## src/rtl/divider_pkg.sv

```systemverilog
// Shared types and sizing helpers for the sequential restoring divider.
package divider_pkg;

  typedef enum logic [1:0] {
    IDLE = 2'd0,
    RUN  = 2'd1,
    DONE = 2'd2
  } state_t;

  // Step-counter width: enough bits to count N iterations.
  function automatic int unsigned cnt_width(input int unsigned n);
    return $clog2(n + 1);
  endfunction

endpackage

```

## src/rtl/div_step.sv

```systemverilog
// One restoring-division iteration: shift in the next dividend bit, try to subtract.
module div_step #(
  parameter int unsigned N = 8
) (
  input  logic [N:0]   rem,
  input  logic         quo_msb,
  input  logic [N-1:0] divisor,
  output logic [N:0]   rem_next,
  output logic         q_bit
);

  logic [N+1:0] shifted;
  logic [N+1:0] trial;

  // One guard bit above the shifted remainder turns the trial MSB into a borrow flag.
  always_comb begin
    shifted  = {rem, quo_msb};
    trial    = shifted - (N+2)'(divisor);
    q_bit    = ~trial[N+1];
    rem_next = q_bit ? trial[N:0] : shifted[N:0];
  end

endmodule

```

## src/rtl/divider_n_bits_seq.sv

```systemverilog
// Sequential unsigned restoring divider, one quotient bit per clock.
module divider_n_bits_seq
  import divider_pkg::*;
#(
  parameter int unsigned N = 8
) (
  input  logic         clk,
  input  logic         aclr,
  input  logic         start,
  input  logic [N-1:0] A,
  input  logic [N-1:0] B,
  output logic [N-1:0] Q,
  output logic [N-1:0] R,
  output logic         busy,
  output logic         done,
  output logic         div_zero
);

  localparam int unsigned CW = cnt_width(N);

  state_t         state_q, state_d;
  logic [N:0]     rem_q, rem_d;
  logic [N-1:0]   quo_q, quo_d;
  logic [N-1:0]   div_q, div_d;
  logic [CW-1:0]  cnt_q, cnt_d;
  logic [N-1:0]   q_d, r_d;
  logic           dz_d;
  logic [N:0]     step_rem;
  logic           step_bit;
  logic           last_step_c;

  div_step #(.N(N)) u_step (
    .rem      (rem_q),
    .quo_msb  (quo_q[N-1]),
    .divisor  (div_q),
    .rem_next (step_rem),
    .q_bit    (step_bit)
  );

  assign last_step_c = (cnt_q == CW'(N - 1));

  // State register plus all datapath and output registers.
  always_ff @(posedge clk or negedge aclr) begin
    if (!aclr) begin
      state_q  <= IDLE;
      rem_q    <= '0;
      quo_q    <= '0;
      div_q    <= '0;
      cnt_q    <= '0;
      Q        <= '0;
      R        <= '0;
      div_zero <= 1'b0;
      busy     <= 1'b0;
      done     <= 1'b0;
    end else begin
      state_q  <= state_d;
      rem_q    <= rem_d;
      quo_q    <= quo_d;
      div_q    <= div_d;
      cnt_q    <= cnt_d;
      Q        <= q_d;
      R        <= r_d;
      div_zero <= dz_d;
      busy     <= (state_d != IDLE);
      done     <= (state_d == DONE);
    end
  end

  // Next-state logic; a zero divisor skips RUN entirely.
  always_comb begin
    state_d = state_q;
    case (state_q)
      IDLE:    if (start) state_d = (B == '0) ? DONE : RUN;
      RUN:     if (last_step_c) state_d = DONE;
      DONE:    state_d = IDLE;
      default: state_d = IDLE;
    endcase
  end

  // Datapath and result-register next values.
  always_comb begin
    rem_d = rem_q;
    quo_d = quo_q;
    div_d = div_q;
    cnt_d = cnt_q;
    q_d   = Q;
    r_d   = R;
    dz_d  = div_zero;
    case (state_q)
      IDLE: begin
        if (start) begin
          quo_d = A;
          div_d = B;
          rem_d = '0;
          cnt_d = '0;
          if (B == '0) begin
            q_d  = '1;
            r_d  = A;
            dz_d = 1'b1;
          end
        end
      end
      RUN: begin
        rem_d = step_rem;
        quo_d = N'({quo_q, step_bit});
        cnt_d = cnt_q + CW'(1);
        if (last_step_c) begin
          q_d  = quo_d;
          r_d  = step_rem[N-1:0];
          dz_d = 1'b0;
        end
      end
      default: ;
    endcase
  end

endmodule

```

## config.mk

```make
export PLATFORM = sky130hd
export DESIGN_NAME = divider_n_bits_seq
export DESIGN_NICKNAME = d
export VERILOG_FILES = /design/src/rtl/divider_pkg.sv /design/src/rtl/div_step.sv /design/src/rtl/divider_n_bits_seq.sv
export SDC_FILE = /design/constraint.sdc
export NUM_CORES = 1
export LEC_CHECK = 0
export ABC_AREA = 1
export ABC_CLOCK_PERIOD_IN_PS = 3800
export CAP_MARGIN = 10
export CORE_ASPECT_RATIO = 0.75
export CORE_MARGIN = 2
export CORE_UTILIZATION = 35
export DETAILED_ROUTE_END_ITERATION = 8
export PLACE_DENSITY = 0.56
export SKIP_CTS_REPAIR_TIMING = 1
export SLEW_MARGIN = 20
export SYNTH_ARGS = -nofsm -noshare
export SYNTH_HDL_FRONTEND = slang
export SYNTH_SLANG_ARGS = --single-unit
```

## constraint.sdc

```tcl
create_clock -name clk -period 3.8 [get_ports clk]
set_input_delay 0.76 -clock clk [delete_from_list [all_inputs] [get_ports clk]]
set_output_delay 0.76 -clock clk [all_outputs]
set_load 0.05 [all_outputs]
```

Word level (Yosys, flattened, before mapping)
Cells that the tools add are included.
{"block": "totals", "register_bits": 50, "inputBits": 19, "word_cells": 49}
{"block": "classes", "add_sub_neg": 2, "eq_ne": 6, "mux": 23, "n_bitwise": 1, "reduce_logical": 7}
{"operator": "$mux 8", "count": 7}
{"operator": "$pmux 8 s2", "count": 3}
{"operator": "$mux 9", "count": 2}
{"operator": "$pmux 9 s2", "count": 1}
{"operator": "$sub 10x8->10", "count": 1}
{"operator": "$logic_not 8->1", "count": 1}
{"operator": "$pmux 4 s2", "count": 1}
{"operator": "$mux 2", "count": 3}
{"operator": "$ne 2x2->1 const B", "count": 3}
{"operator": "$add 4x1->4 const B", "count": 1}
{"operator": "$eq 4x3->1 const B", "count": 1}
{"operator": "$mux 4", "count": 1}
{"operator": "$pmux 2 s2", "count": 1}
{"operator": "$reduce_and 2->1", "count": 2}
{"operator": "$reduce_and 4->1", "count": 1}
{"operator": "$reduce_bool 2->1", "count": 2}
{"operator": "$mux 1", "count": 3}
{"operator": "$eq 2x1->1 const B", "count": 1}
{"operator": "$eq 2x2->1 const B", "count": 1}
{"operator": "$logic_not 2->1", "count": 1}
{"operator": "$pmux 1 s2", "count": 1}
{"operator": "$not 1->1", "count": 1}

Logic depth before layout (Yosys ltp)
Gate-level depths: netlist of the first run.
{"block": "depth", "ltp_word": 5, "depth_mapped": 14, "mapped_depth_nobuf": 14}

Modules after synthesis
A second synthesis of the first run with hierarchy kept.
{"block": "hier_totals", "cells_unflattened": 380, "area_unflattened_um2": 2841.5}
{"module": "divider_n_bits_seq", "instances": 1, "cells_per_inst": 248, "area_per_inst_um2": 2137.0, "seq_area_each_um2": 1251.2}
{"module": "div_step", "instances": 1, "cells_per_inst": 132, "area_per_inst_um2": 704.4, "seq_area_each_um2": 0.0}

Worst setup path before layout of the first run
OpenSTA, ideal clock, no wires.
{"block": "synth_timing", "path_type": "input -> register", "from": "in B[6]", "to": "reg R[4]", "arrival_ps": 1650, "t_required_ps": 3687, "slack_ps": 2037, "path_stages": 9, "n_path_buf": 1, "cell_sequence": "inv_1 -> nand4_1 -> nor2_1 -> a21boi_4 -> buf_2 -> a21oi_1 -> nand3_1 -> nand2_1 -> inv_1"}
{"block": "synth_via", "elab_chain_cells": 3}
{"element": "start: declaration", "line": "divider_n_bits_seq.sv:11", "source": "input logic [N-1:0] B,"}
{"element": "$logic_not 8->1", "line": "divider_n_bits_seq.sv:96", "source": "if (B == '0) begin"}
{"element": "$ne 2x2->1 (no source line)"}
{"element": "$reduce_and 4->1 (no source line)"}
{"element": "end signal: assignment", "line": "divider_n_bits_seq.sv:62", "source": "R <= r_d;"}
{"element": "end: declaration", "line": "divider_n_bits_seq.sv:13", "source": "output logic [N-1:0] R,"}
No other way between the ends.
A chain may end at the register's enable or synchronous reset.

Worst setup path after layout of the first run
{"block": "layout_timing", "from": "in start", "to": "reg quo_q[6]"}
{"block": "layout_via", "elab_chain_cells": 2}
{"element": "start: declaration", "line": "divider_n_bits_seq.sv:9", "source": "input logic start,"}
{"element": "$ne 2x2->1 (no source line)"}
{"element": "$reduce_and 2->1 (no source line)"}
{"element": "end signal: assignment", "line": "divider_n_bits_seq.sv:58", "source": "quo_q <= quo_d;"}
{"element": "end: declaration", "line": "divider_n_bits_seq.sv:23", "source": "logic [N-1:0] quo_q, quo_d;"}
No other way between the ends.

==> results.txt, run 1 <==
Cell at the slowest stage of the critical path: sky130_fd_sc_hd__nor2_1. The largest buffer count on any clock path was 2. Counting flops and latches in the post-synthesis netlist gives 50. Clock tree synthesis inserted a total of 5 buffers. The run gives 0 as the max-capacitance violation count.

The synthesized design contains 0 enable-type register cells. The first global-routing pass estimated 10070 µm of wire. After detailed routing, the number of remaining DRC violations is 0. Sequential elements use 47.37% of the synthesized area. The clock reaches the later pin of the worst-skew pair after 0.31 ns. After synthesis the cells add up to 2641 µm². The primary flip-flop cell chosen by synthesis mapping is sky130_fd_sc_hd__dfrtp_1.

In this run the clock root is driven by a sky130_fd_sc_hd__clkbuf_8. Worst hold path class: flop to flop. Counting instances, the worst hold path has a depth of 2.

The run gives 0 as the post-detailed-route count of antenna-violating nets. For the global-route met3 utilization, the log shows 2.791%. The worst setup path is launched from an input pin. STA puts the critical path data required time at 3.99 ns.

The leading cell type in the layout, fill and taps excluded was sky130_fd_sc_hd__nand2_1. The most used routing layer in global routing is met1. In the layout the commonest cells are sky130_fd_sc_hd__nand2_1, sky130_fd_sc_hd__dfrtp_1, sky130_fd_sc_hd__nand3_1.

The height of the die is 79.23 µm, and the data arrival at the endpoint of the critical path is 2.88 ns. The area growth from synthesis to layout is 22.03%. Input and output buffers added on the ports amount to 37. Global routing used 23.98% of the available met1 tracks. In the routed layout, each cell is associated on average with a via count of 4.661. The worst relative slew slack is 31.77%. Global routing consumed, over all layers together, 15.33% of the routing resources. The routed length per instance was 12.60 µm. The H-tree was split into 2 levels.

Entering global routing, the biggest net connects 34 pins. The number of antenna violations at the first check in global routing is 0, and the detailed-placement wirelength estimate is 4477 µm. The logs give 7331 µm² for the total core area and 0.4885 ns for the worst hold slack across all endpoints. In this run, distinct cell masters in the synthesized netlist total 33.

For this run, the detailed router's first-pass iteration total came to 4. After clock tree synthesis, the clock-pin slew on the worst setup and hold paths is 0.09 ns. The clock period could shrink to 2.697 ns. The cell seen most often among critical-path stages is sky130_fd_sc_hd__nor2_1. Static timing analysis puts the maximum clock frequency at 370.8 MHz. The final hold violation count is 0.

Class of the most critical setup path: input pin to flop. In this run the most critical hold path is launched from div_q[4]. The run gives 5871 µm as the final wirelength. The capture instance of the worst register-to-register path is quo_q[6].

The detailed router's first-iteration violation count was 144. STA classifies the critical path endpoint as a flop. After layout, the worst path uses 70.97% of the clock period.

The tools report the met2 demand-to-capacity share in global routing as 21.31%. TritonCTS built the clock tree. In the final layout, the share of cells above drive strength 1 is 7.123%.

The proportion of register bits with asynchronous set or reset after synthesis was 100.0%; the mean instance size in the synthesized netlist was 8.077 µm². The number of nets at the end of the flow is 393, and the slew at the pin closest to its max-slew limit is 1.020 ns. The critical path contains buffers and inverters numbering 3 combined. The hold-critical path endpoint is div_q[4]. The number of endpoints failing setup at the final stage is 0, and the diode insertion count for antenna repair is 0. The die is 104.3 µm wide. The flow ran to the end, and the final reports show no timing, DRC or antenna violations.

The worst reg-to-reg path cell count is 7. The count of final max-slew check failures is 0, and the largest stage delay on the critical path is 0.78 ns. During synthesis, Yosys emitted a total of 0 warnings. The die covers 8264 µm². The signal on the critical path passes through clkdlybuf4s50_1 -> nand3_4 -> inv_2 -> nor2_1 -> inv_1 -> nor2_1 -> nor3_1.

The synthesized netlist net count was 356. Setup repair after global routing left no endpoint under its margin. At the end of routability-driven placement, the weighted congestion stood at 0.8029. The final global-route overflow total is 0, and the largest fanout on the critical path is 26. Once the floorplan was initialized, standard cells occupied 36.03% of the core. The run gives 50 as the clock sink count. For the worst clock skew, the log shows 0.01418 ns.

The startpoint of the lowest-slack register-to-register path was state_q[1]. The accumulated negative setup slack was 0 ns; the number of standard cells after synthesis was 327. The critical path's top delay family was simple AND/OR/NAND/NOR gates. After floorplanning, the core was divided into 27 placement rows.

In this run the count of I/O pins placed on the die edge is 38. Counting buffers and inverters, the worst setup path is 7 cells deep. The tools report the number of global-route vias before repair as 2005. The worst reg-to-reg setup slack came out at 1.48 ns. The routed layout has 2172 vias.
[metrics by stage]
| stage | worst slack [ns] | area [µm²] | std cells | utilization [%] |
|---|---|---|---|---|
| after CTS | 1.102 | 3223 | 466 | 43.97 |
| after global routing | 0.9159 | 3223 | 466 | 43.97 |
| after floorplan | 2.037 | 2641 | 327 | - |
| final | 1.103 | 3223 | 466 | 43.97 |
| after global placement | 0.8941 | 3102 | 458 | 42.31 |
| after detailed placement | 0.7735 | 3102 | 458 | 42.31 |
[area by class of cell]
| type | count | area (µm²) |
|---|---|---|
| clock buffers | 6 | 82.58 |
| clock inverters | 2 | 38.79 |
| repair buffers | 39 | 380.4 |
| multi-input cells | 225 | 1182 |
| inverters | 43 | 161.4 |
| fillers | 758 | 4108 |
| flip-flops and latches | 50 | 1251 |
| well taps | 101 | 126.4 |
[cells by family (layout without fill, tap and decap cells)]
kind of cell               after synthesis  after routing  share of synthesized area (%)
and+or+nand+nor                        172            172                          29.89
buffers and inverters                   52             90                          7.863
DFF                                     50             50                          47.37
AOI/OAI and AO/OA                       39             39                          8.527
adders and majority gates               10             10                          5.021
xor gates and xnor gates                 4              4                          1.327
[flip-flops by register name, summed over array words and instances, names as in the netlist]
name and cells:
R 8, busy 1, rem_q 9, done 1
state_q 2, div_q 8, Q 8, quo_q 8
div_zero 1, cnt_q 4
[worst max-delay path by stage]
stage | from | to
after floorplan | B[6] | R[4]
after global placement | start | quo_q[6]
after detailed placement | start | quo_q[4]
after CTS | start | quo_q[4]
after global routing | start | quo_q[3]
final | start | quo_q[6]
[tightest hold or removal path, cell delays in order (launching register included)]
cell and delay [ns]:
sky130_fd_sc_hd__dfrtp_1 0.35, sky130_fd_sc_hd__nand2_1 0.05, sky130_fd_sc_hd__o21ai_0 0.06
[cells in the mapped netlist, types with 2 or more instances]
cell,count,share of area (%)
sky130_fd_sc_hd__or2_0,7,1.7
sky130_fd_sc_hd__clkbuf_1,4,0.57
sky130_fd_sc_hd__inv_1,37,5.3
sky130_fd_sc_hd__dfrtp_1,50,47
sky130_fd_sc_hd__o21ai_0,19,3.6
sky130_fd_sc_hd__a21oi_1,12,2.3
sky130_fd_sc_hd__nand2_4,2,0.85
sky130_fd_sc_hd__inv_2,5,0.71
sky130_fd_sc_hd__xor2_1,3,0.99
sky130_fd_sc_hd__nand2_2,3,0.71
sky130_fd_sc_hd__ha_1,9,4.3
sky130_fd_sc_hd__nand3_1,41,7.8
sky130_fd_sc_hd__nor2_1,34,4.8
sky130_fd_sc_hd__nand4_1,7,1.7
sky130_fd_sc_hd__o211ai_1,2,0.57
sky130_fd_sc_hd__nand2_1,67,9.5
sky130_fd_sc_hd__buf_2,4,0.76
sky130_fd_sc_hd__nor3_1,6,1.1
[metal layers]
| layer | vias to the layer above | part of all wire, % |
|---|---|---|
| li1 | 1129 | - |
| met1 | 987 | 56 |
| met2 | 51 | 39 |
| met3 | 5 | 4.8 |
| met4 | 0 | 0.82 |
| met5 | - | 0 |
Power of run 1 is left out: the tool's default activity adds up to more than one toggle a clock period on the data nets, which glitch-free logic cannot reach.
==> run 2, diff against run 1 <==
--- a/config.mk
+++ b/config.mk
@@ -6,13 +6,13 @@
 export NUM_CORES = 1
 export LEC_CHECK = 0
 export ABC_AREA = 1
-export ABC_CLOCK_PERIOD_IN_PS = 3800
+export ABC_CLOCK_PERIOD_IN_PS = 2200
 export CAP_MARGIN = 10
 export CORE_ASPECT_RATIO = 0.75
 export CORE_MARGIN = 2
 export CORE_UTILIZATION = 35
 export DETAILED_ROUTE_END_ITERATION = 8
-export PLACE_DENSITY = 0.56
+export PLACE_DENSITY = 0.58
 export SKIP_CTS_REPAIR_TIMING = 1
 export SLEW_MARGIN = 20
 export SYNTH_ARGS = -nofsm -noshare
==> constraint.sdc (replaced) <==
create_clock -name clk -period 2.2 [get_ports clk]
set_input_delay 0.44 -clock clk [delete_from_list [all_inputs] [get_ports clk]]
set_output_delay 0.44 -clock clk [all_outputs]
set_load 0.05 [all_outputs]
==> results.txt, run 2 (same netlist as run 1, synthesis figures left out) <==
The count of final max-slew check failures is 0 (unchanged). The tools report the data arrival at the endpoint of the critical path as 2.22 ns (-0.66 ns). The tools report the total core area as 7331 µm² (unchanged). The flow ran to the end, and the final reports show no timing, DRC or antenna violations. rem_q holds more flip-flops than any other register. The placer congestion estimate was 0.8241 (+2.6%).

The logs give 0.01469 ns (+0.0005132 ns) for the worst clock skew and 10430 µm (+3.6%) for the first-pass GRT wire length. The critical path goes through ha_1 -> a21oi_1 -> nand2_1 -> nand2_2 -> nand3_2 -> nand2_1 -> nand2_4 -> nand3_1 -> nand3_1 -> nand2_1 -> inv_1. The worst hold path belongs to the class input pin to async pin. Final wirelength: 5982 µm (+1.9%). The run gives 0 (unchanged) as the post-detailed-route count of antenna-violating nets.

The routed length per instance was 12.70 µm (+0.81%); the fraction of layout cells with a size suffix above 1 was 8.919% (+1.8 points). Max-capacitance violation count: 0 (unchanged). The largest buffer count on any clock path was 2 (unchanged); the slew at the pin closest to its max-slew limit was 0.6189 ns (-0.4008 ns). Setup repair after global routing left no endpoint under its margin. For this design, the slowest cell found on the critical path is sky130_fd_sc_hd__dfrtp_1. The logs give 5 (unchanged) for the TritonCTS buffer count and 36.03% (unchanged) for the starting utilization of the core area. The vias per cell works out to 4.554 (-2.3%). The fraction of the cycle the final worst path needs was 90.89%; the largest stage delay on the critical path was 0.42 ns (-0.36 ns). The run gives 58.74% (+27 points) as the worst relative slew slack. For the number of antenna violations at the first check in global routing, the log shows 0 (unchanged). The final critical delay including setup and external delays was 2.000 ns. The run gives 398 (+1.3%) as the number of nets at the end of the flow.

The detailed router's first-iteration violation count is 114 (-21%), and the width of the die is 104.3 µm (unchanged). The number of design rule violations left after detail routing is 0 (unchanged). Total die area: 8264 µm² (unchanged). The logs give 0 (unchanged) for the final hold violation count and 15.78% (+0.45 points) for the combined global-route utilization of all metal layers. Compared with the post-synthesis result, the final layout area differs by 22.83%.

The site row count was 27 (unchanged). Root buffer selected by CTS: sky130_fd_sc_hd__clkbuf_8. In the layout the commonest cells are sky130_fd_sc_hd__nand2_1, sky130_fd_sc_hd__dfrtp_1, sky130_fd_sc_hd__nand3_1. The logs give 2 (unchanged) for the number of H-tree levels and 2145 (-1.2%) for the total via count in the routed design. The logs give 0 (unchanged) for the number of endpoints failing setup at the final stage and 0 (unchanged) for the final global-route overflow total.

The maximum number of pins on one net before global-route repair was 51 (+50%); the count of input and output buffers was 37 (unchanged). The number of global-route vias before repair is 2095 (+4.5%), and the number of flip-flops in the largest register is 9 (unchanged). Required time of the critical path: 2.42 ns (-1.57 ns). Leading cell type in the layout, fill and taps excluded: sky130_fd_sc_hd__nand2_1. The run gives 500.1 MHz as the maximum frequency from static timing analysis.

The class of the most critical setup path was flop to flop. The cell seen most often among critical-path stages was sky130_fd_sc_hd__nand2_1. Kind of end point of the critical path: a flop.

STA classifies the critical path startpoint as a flop. The height of the die came out at 79.23 µm (unchanged). The tools report the boundary pin count as 38 (unchanged). The largest fanout on the critical path was 10 (-62%); the detailed-placement wirelength estimate was 4670 µm (+4.3%). TritonCTS built the clock tree.

The length of the first detailed-routing pass in iterations was 4 (unchanged); the clock edge transition at the registers on the reported setup and hold paths was 0.10 ns (about the same). The logs give 0.31 ns (about the same) for the source-to-sink clock delay at the later pin of the worst-skew pair and 50 (unchanged) for the clock sink count. For the accumulated negative setup slack, the log shows 0 ns (unchanged). The diode insertion count for antenna repair was 0 (unchanged).
==> run 2: changes by cell type in the layout (fill, tap and decap cells not counted), sizes merged <==
cell	delta
bufinv	-1
buf	+5
clkinv	+2
inv	-1
==> run 2: final timing paths <==
kind,from,end,slack (ns),cells past startpoint
max in group asynchronous,aclr,rem_q[1],1.56,2
worst min-delay path,aclr,quo_q[5],0.22,2
worst max register to register,rem_q[3],R[1],0.20,11
min in group clk,div_q[3],div_q[3],0.49,2
worst min register to register,div_q[3],div_q[3],0.49,2
worst max-delay path,rem_q[3],R[1],0.20,11
==> run 2: per-stage QoR <==
stage	cell area (µm²)	hold WS [ns]	util, %	std cells	setup slack (ns)
floorplan	2641	0.1444	-	327	0.5210
global placement	3139	0.4674	42.82	463	0.1381
detailed placement	3139	0.4738	42.82	463	0.1224
CTS	3239	0.2434	44.19	471	0.2304
global route	3244	0.2685	44.26	471	0.01907
finish	3244	0.2202	44.26	471	0.2004
==> run 2: layer usage <==
| metal | track usage [%] | vias up | wire length, µm |
|---|---|---|---|
| met5 | 0 | - | 0 |
| met3 | 2.874 | 6 | 279 |
| met2 | 22.48 | 45 | 2309 |
| met1 | 24.28 | 952 | 3340 |
| met4 | 4.054 | 0 | 52 |
| li1 | - | 1142 | - |
==> run 2: area by class of cell <==
cell class | instances | area (µm²)
tap | 101 | 126.4
sequential | 50 | 1251
inverter | 43 | 161.4
clock inverter | 2 | 17.52
fill | 780 | 4086
clock buffer | 6 | 82.58
timing repair buffer | 44 | 417.9
multi-input combinational | 225 | 1187
==> run 2: critical path: cells and delay by family (launching register included) <==
| family | cells | cell delay, ns |
|---|---|---|
| compound gates | 1 | 0.22 |
| buf+inv | 1 | 0.04 |
| fa+ha+maj | 1 | 0.37 |
| simple gates | 8 | 0.84 |
| flops | 1 | 0.42 |
Power of run 2 is left out for the same reason.
